**config.mk**
```make
export PLATFORM = sky130hd
export DESIGN_NAME = mirfak_clint
export DESIGN_NICKNAME = d
export VERILOG_FILES = /design/src/rtl/mirfak_clint.sv
export SDC_FILE = /design/constraint.sdc
export NUM_CORES = 1
export LEC_CHECK = 0
export ABC_AREA = 1
export CORE_MARGIN = 2
export CORE_UTILIZATION = 30
export CTS_BUF_LIST = sky130_fd_sc_hd__clkbuf_4 sky130_fd_sc_hd__clkbuf_8
export CTS_CLUSTER_DIAMETER = 80
export DETAILED_ROUTE_END_ITERATION = 16
export MAX_ROUTING_LAYER = met4
export SYNTH_ARGS = -nofsm -noshare
export SYNTH_HDL_FRONTEND = slang
export SYNTH_SLANG_ARGS = --single-unit
```
**constraint.sdc**
```tcl
create_clock -name clk_i -period 6.55 [get_ports clk_i]
set_input_delay 1.31 -clock clk_i [delete_from_list [all_inputs] [get_ports clk_i]]
set_output_delay 1.31 -clock clk_i [all_outputs]
set_load 0.1 [all_outputs]
```
**src/rtl/mirfak_clint.sv**
```systemverilog
`default_nettype none
// ============================================================================
// Module   : mirfak_clint
// Purpose  : Core-local interruptor for a single hart. Provides the 64-bit
//            machine timer (mtime), its compare register (mtimecmp) and the
//            software-interrupt bit (msip) on a Wishbone slave port. The
//            interrupt outputs feed the CSR unit's mip.MTIP / mip.MSIP.
// Ports    : clk_i, rst_i (async, active-high)
//            wbs_addr_i/dat_i/sel_i/cyc_i/stb_i/we_i  - Wishbone request
//            wbs_dat_o/ack_o/err_o                    - Wishbone response
//            xint_mtip_o, xint_msip_o                 - interrupt pending
//            mtime_o                                  - live mtime value
// Map      : 0x00 MSIP, 0x04 MTIMECMP lo, 0x08 MTIMECMP hi,
//            0x0C MTIME lo, 0x10 MTIME hi, 0x14-0x1C unmapped (err)
// Revision : 1.0 - initial release
// ============================================================================
module mirfak_clint #(
    parameter logic [31:0] PRESCALER = 32'd1,
    parameter logic [63:0] MTIME_RST = 64'd0
) (
    input  logic        clk_i,
    input  logic        rst_i,
    input  logic [4:0]  wbs_addr_i,
    input  logic [31:0] wbs_dat_i,
    input  logic [3:0]  wbs_sel_i,
    input  logic        wbs_cyc_i,
    input  logic        wbs_stb_i,
    input  logic        wbs_we_i,
    output logic [31:0] wbs_dat_o,
    output logic        wbs_ack_o,
    output logic        wbs_err_o,
    output logic        xint_mtip_o,
    output logic        xint_msip_o,
    output logic [63:0] mtime_o
);

    localparam logic [2:0]  c_IDX_MSIP   = 3'd0;
    localparam logic [2:0]  c_IDX_CMP_LO = 3'd1;
    localparam logic [2:0]  c_IDX_CMP_HI = 3'd2;
    localparam logic [2:0]  c_IDX_MT_LO  = 3'd3;
    localparam logic [2:0]  c_IDX_MT_HI  = 3'd4;
    localparam logic [63:0] c_CMP_RST    = 64'hFFFF_FFFF_FFFF_FFFF;

    logic [63:0] r_mtime;
    logic [63:0] r_mtimecmp;
    logic        r_msip;
    logic        r_mtip;
    logic [31:0] r_count;
    logic        r_ack;
    logic        r_err;
    logic [31:0] r_dat;

    logic        w_req;
    logic [2:0]  w_idx;
    logic        w_mapped;
    logic        w_wr;
    logic        w_tick;
    logic [31:0] w_rdata;
    logic [63:0] w_mtime_nxt;
    logic [63:0] w_cmp_nxt;
    logic        w_msip_nxt;
    logic        w_unused_addr;

    // Byte-lane write merge: lanes without a select bit keep the old value.
    function automatic logic [31:0] f_merge(input logic [31:0] old_val,
                                            input logic [31:0] new_val,
                                            input logic [3:0]  sel);
        logic [31:0] res;
        res = old_val;
        for (int b = 0; b < 4; b++) begin
            if (sel[b]) begin
                res[8*b +: 8] = new_val[8*b +: 8];
            end
        end
        return res;
    endfunction

    // Word addressing only; the two byte-offset bits carry no meaning.
    assign w_unused_addr = ^wbs_addr_i[1:0];

    // A request is only seen while no response is outstanding, which makes
    // every transfer take exactly two cycles (request, ack/err).
    assign w_req    = wbs_cyc_i & wbs_stb_i & ~r_ack & ~r_err;
    assign w_idx    = wbs_addr_i[4:2];
    assign w_mapped = (w_idx <= c_IDX_MT_HI);
    assign w_wr     = w_req & w_mapped & wbs_we_i;
    assign w_tick   = (r_count == (PRESCALER - 32'd1));

    // Read mux works on the pre-edge register values.
    always_comb begin
        w_rdata = 32'd0;
        case (w_idx)
            c_IDX_MSIP:   w_rdata = {31'd0, r_msip};
            c_IDX_CMP_LO: w_rdata = r_mtimecmp[31:0];
            c_IDX_CMP_HI: w_rdata = r_mtimecmp[63:32];
            c_IDX_MT_LO:  w_rdata = r_mtime[31:0];
            c_IDX_MT_HI:  w_rdata = r_mtime[63:32];
            default:      w_rdata = 32'd0;
        endcase
    end

    // Next-state for the architectural registers. A bus write to either
    // mtime half overrides the timer increment for the whole 64-bit value:
    // the untouched half keeps its old value and no carry crosses halves.
    always_comb begin
        w_mtime_nxt = w_tick ? (r_mtime + 64'd1) : r_mtime;
        w_cmp_nxt   = r_mtimecmp;
        w_msip_nxt  = r_msip;
        if (w_wr) begin
            case (w_idx)
                c_IDX_MSIP: begin
                    if (wbs_sel_i[0]) begin
                        w_msip_nxt = wbs_dat_i[0];
                    end
                end
                c_IDX_CMP_LO: w_cmp_nxt[31:0]  = f_merge(r_mtimecmp[31:0],  wbs_dat_i, wbs_sel_i);
                c_IDX_CMP_HI: w_cmp_nxt[63:32] = f_merge(r_mtimecmp[63:32], wbs_dat_i, wbs_sel_i);
                c_IDX_MT_LO:  w_mtime_nxt = {r_mtime[63:32], f_merge(r_mtime[31:0], wbs_dat_i, wbs_sel_i)};
                c_IDX_MT_HI:  w_mtime_nxt = {f_merge(r_mtime[63:32], wbs_dat_i, wbs_sel_i), r_mtime[31:0]};
                default: ;
            endcase
        end
    end

    always_ff @(posedge clk_i or posedge rst_i) begin
        if (rst_i) begin
            r_mtime    <= MTIME_RST;
            r_mtimecmp <= c_CMP_RST;
            r_msip     <= 1'b0;
            r_mtip     <= 1'b0;
            r_count    <= 32'd0;
            r_ack      <= 1'b0;
            r_err      <= 1'b0;
            r_dat      <= 32'd0;
        end else begin
            r_mtime    <= w_mtime_nxt;
            r_mtimecmp <= w_cmp_nxt;
            r_msip     <= w_msip_nxt;
            // Compare the registers as they currently stand, so the pending
            // flag trails any mtime/mtimecmp change by one cycle.
            r_mtip     <= (r_mtime >= r_mtimecmp);
            r_count    <= w_tick ? 32'd0 : (r_count + 32'd1);
            r_ack      <= w_req & w_mapped;
            r_err      <= w_req & ~w_mapped;
            r_dat      <= (w_req & w_mapped & ~wbs_we_i) ? w_rdata : 32'd0;
        end
    end

    assign wbs_dat_o   = r_dat;
    assign wbs_ack_o   = r_ack;
    assign wbs_err_o   = r_err;
    assign xint_mtip_o = r_mtip;
    assign xint_msip_o = r_msip;
    assign mtime_o     = r_mtime;

endmodule
`default_nettype wire
```
=== After elaboration in Yosys (flattened, before gate mapping) ===
Index checks and enable logic that the tools add are counted.

* Flip-flop bits (word level): 196
* Input port bits: 46
* Output and inout bits: 100

* Add/subtract/negate cells: 2
* $lt $le $gt $ge: 2
* Eq/ne operators: 14
* Multiplexer cells: 10
* Bitwise operators: 11
* Reduce and logical (&&, ||, !) cells: 19

{| class="wikitable"
|+ Operator list
! cell !! count
|-
| 32-bit case mux with 5 select lines || 1
|-
| 64-bit 2-to-1 mux || 2
|-
| 64-bit case mux with 2 select lines || 1
|-
| 64-bit by 1-bit adder with 64-bit output (second input constant) || 1
|-
| 64-bit >= comparator || 1
|-
| 32-bit 2-to-1 mux || 2
|-
| 32-bit by 1-bit adder with 32-bit output (second input constant) || 1
|-
| 32-bit logical NOT || 1
|-
| 8-bit 2-to-1 mux || 4
|-
| 3-bit AND reduction || 9
|-
| 3-bit != test (second input constant) || 8
|-
| 2-bit AND reduction || 8
|-
| 1-bit bitwise AND || 7
|-
| 3-bit by 2-bit equality test with 1-bit output (second input constant) || 2
|-
| 2-bit != test (second input constant) || 2
|-
| 1-bit NOT || 4
|-
| 3-bit by 1-bit equality test with 1-bit output (second input constant) || 1
|-
| 3-bit equality test (second input constant) || 1
|-
| 3-bit <= comparator (second input constant) || 1
|-
| 3-bit logical NOT || 1
|}

=== Depth between registers and ports, before layout ===
* Depth in word-level cells: 7
* Gate-level depth with buffers: 15
* Gate-level depth less buffers: 15

=== Least setup slack after synthesis ===
Ideal clock, no wire load.

* Path type: input to register
* Start: input wbs_addr_i[3]
* End: register r_mtime[25] (netlist: mtime_o[25])
* Library setup time: 68 ps
* Data arrival time: 2562 ps
* Data required time: 6482 ps
* Path slack: 3920 ps
* Stages on the path: 11
* Path buffers: 2
* Cells stage by stage: nor2_4 nor2_2 nor3_4 nand2_2 buf_6 o21ai_4 inv_2 buf_6 o21ai_0 nand2_1 nand2_1

* Cells in the longest elaborated chain, start to end: 5

{| class="wikitable"
|+ Ends and longest elaborated chain
! item !! RTL line !! RTL
|-
| start: declaration || 23 || <nowiki>input logic [4:0] wbs_addr_i,</nowiki>
|-
| 3-bit <= comparator || 85 || <nowiki>assign w_mapped = (w_idx <= c_IDX_MT_HI);</nowiki>
|-
| 1-bit bitwise AND (2 in series) || 86 || <nowiki>assign w_wr = w_req & w_mapped & wbs_we_i;</nowiki>
|-
| 3-bit != test (no line) / 2-bit != test (equally long branches) || - ||
|-
| 2-bit AND reduction (no line) || - ||
|-
| end signal: assignment || 136 || <nowiki>r_mtime <= w_mtime_nxt;</nowiki>
|-
| end: declaration || 44 || <nowiki>logic [63:0] r_mtime;</nowiki>
|}

Parallel ways exist; a longest one is shown, timed or not.
A chain may end at the register's enable or synchronous reset.

=== Worst setup path in the final report ===
* Start: input wbs_addr_i[3]
* End: register r_mtime[10] (netlist: mtime_o[10])

The elaborated chain is that of the path after synthesis.

==> metrics.txt <==
Pre-antenna DRT Iters=6; I/O pin total=146; peak supply drop=265 uV; Post-synth ARST share=100%; Max Root-Sink Buffers=2; post-synthesis sequential area ratio=37.5%; Routed WL per cell=20.9 um; DR DRC count=0; post-synth top area share=24.8%; ys flop type=dfrtp_1; # port buffers=143; final core utilization=35.9%; Nets=2,162; Post-Syn Nets=2,033; Initial Util=30.2%; Area after DPL=15,400 um2; Core Box Area=44,000 um2; post-synthesis average cell area=6.93 um2; worst reg2reg setup slack=3400 ps; Die X=215 um; Final GP Congestion=1.01; fmax=256 MHz; post-CTS sizing=0; Multi-input gate area=7090 um2; Setup Fix Bufs, Post-CTS=0; layout cell share with drive strength beyond 1=7.27%; Cell Area, Synth=13,300 um2; data arrival time of the worst path=4390 ps; H-Tree Depth=4; P per Cell Area=300 nW/um2; pin count of the biggest net entering global routing=111; Post-CTS Hold Fix Bufs=0; Synth cell types=43; crit share post-route=59.7%; clock latency on the worst-skew pair=600 ps; Pleak=6.83 nW; worst path required time=7030 ps; top cells by area, synth=dfrtp_1, nand2_1, dfstp_2; Max-Cap Viols=0; post-route ant nets=0; CP max stage cell=clkdlybuf4s50_1; full die area=46,000 um2; Reg area=4980 um2; Final Hold Vio Count=0; setup TNS=0 ps; minimum clock period=3910 ps; root buf cell=clkbuf_8; post-DP HPWL=42.7 mm; row count=77; synthesized flop and latch total=196; Vias/cell=5.10; Critical Path, Cell by Cell=clkdlybuf4s50_1, nand3_1, buf_4, inv_2, nand2_2, o21ai_4, inv_1, nand2_1, o21ai_1; grt ovf=0; GRT Total Usage=25.2%; Sink Count=196; Worst Path Max Fanout=24; hold crit path type=flip-flop to flip-flop; Post-Synthesis Cells=1,920; worst slew pin tran=1000 ps; clock skew=24.9 ps; number of DRC markers in iteration 0=1,354; worst hold slack=498 ps; CP Launch Type=input pin; area leader, netlist=dfrtp_1; vias=13.5k; die height=215 um; WL final=55.6 mm; Final Max Slew Viols=0; initial antenna violation count=1; global-route wire length before repair=83.8 mm; vias in the first global route=13.2k; count leader, synth=nand2_1; Synth top cells by count=nand2_1, nor2_1, inv_1; RSZ-0062 raised after global routing=no; Critical Path Sink Type=flip-flop; Setup CP Type=input pin to flip-flop; CTS buffer count=17; Clock transition at path regs=110 ps; Setup-failing EPs final=0; Finished Cell Area=15,800 um2; CTS tree=yes; total number of yosys warnings=0; P&R area growth vs syn=18.9%; status=finished clean; worst stage delay on the critical path=630 ps; Max transition margin=32.9%; fillcell total=4,777; Post-synth EDFFs=0
cells in the final DEF, fill, tap and decap left out, types with 3 or more instances in the layout:
cell	instances
nand2_1	530
nor2_1	275
inv_1	258
clkdlybuf4s50_1	143
dfrtp_1	132
o21ai_0	130
a21oi_1	107
ha_1	67
dfstp_2	64
nand3_1	63
o22ai_1	48
a221oi_1	32
nor3_1	28
xor2_1	23
nand4_1	20
clkbuf_8	20
o21ai_1	16
inv_2	11
nor4_1	11
buf_4	11
a22oi_1	10
xnor2_1	8
nor2_2	6
o21ai_4	6
nor2_4	5
inv_6	4
nand3_2	3
o21ai_2	3
clkbuf_4	3
bufinv_16	3
registers in the layout (all words and copies together), names as in the netlist:
signal	cells
wbs_err_o	1
r_mtimecmp	64
mtime_o	64
xint_msip_o	1
xint_mtip_o	1
wbs_ack_o	1
wbs_dat_o	32
r_count	32
path summary, 6_finish.rpt:
| path | startpoint | end | cells after the start |
|---|---|---|---|
| min reg2reg | r_mtimecmp[21] | r_mtimecmp[21] | 2 |
| max | wbs_addr_i[3] | mtime_o[10] | 9 |
| min in group asynchronous | rst_i | r_count[25] | 2 |
| max reg2reg | r_count[0] | mtime_o[34] | 14 |
| min | r_mtimecmp[21] | r_mtimecmp[21] | 2 |
| max in group asynchronous | rst_i | mtime_o[53] | 3 |
worst max-delay path, delay by kind of cell:
kind                   cells  cell delay (ps)
AOI/OAI and AO/OA          2              650
buffers and inverters      4             1570
and+or+nand+nor            3              830
power by group:
group / switching (mW) / leakage, nW / internal [mW] / total (mW)
sequential: 0.335 / 2.43 / 1.38 / 1.72
combinational: 1.54 / 4.18 / 0.554 / 2.10
clock: 0.491 / 0.226 / 0.427 / 0.918
metal layers:
metal | track usage, % | wire, um | vias up
met3 | 4.94 | 3290 | 61
met5 | - | 0 | -
met4 | 6.88 | 1200 | 0
li1 | - | - | 6492
met2 | 38.3 | 25000 | 495
met1 | 34.2 | 26100 | 6494
per-stage QoR:
| step | power (mW) | setup slack (ps) | instances |
|---|---|---|---|
| final | 4.73 | 2640 | 2655 |
| after global routing | 4.99 | 2550 | 2655 |
| after CTS | 4.75 | 2730 | 2654 |
| after detailed placement | 3.82 | 2140 | 2622 |
| after global placement | 3.79 | 2180 | 2622 |
| after floorplan | 3.12 | 5.31 | 1920 |
cell families after synthesis:
family / count (synthesis) / share of synthesized area [%]
buffers and inverters: 317 / 9.31
adder cells (fa/ha/maj): 67 / 6.30
AND/OR/NAND/NOR: 947 / 29.0
flip-flops: 196 / 37.5
XOR/XNOR: 31 / 2.04
AO/OA/AOI/OAI: 362 / 15.9
layout make-up:
cell class | count | share of cell area [%]
Multi-Input combinational cell | 1407 | 44.9
Sequential cell | 196 | 31.5
Timing Repair Buffer | 154 | 9.58
Inverter | 273 | 6.55
Tap cell | 592 | 4.69
Clock buffer | 23 | 1.88
Clock inverter | 9 | 0.902
Antenna cell | 1 | 0.0158
(Power assumes the default switching activity.)
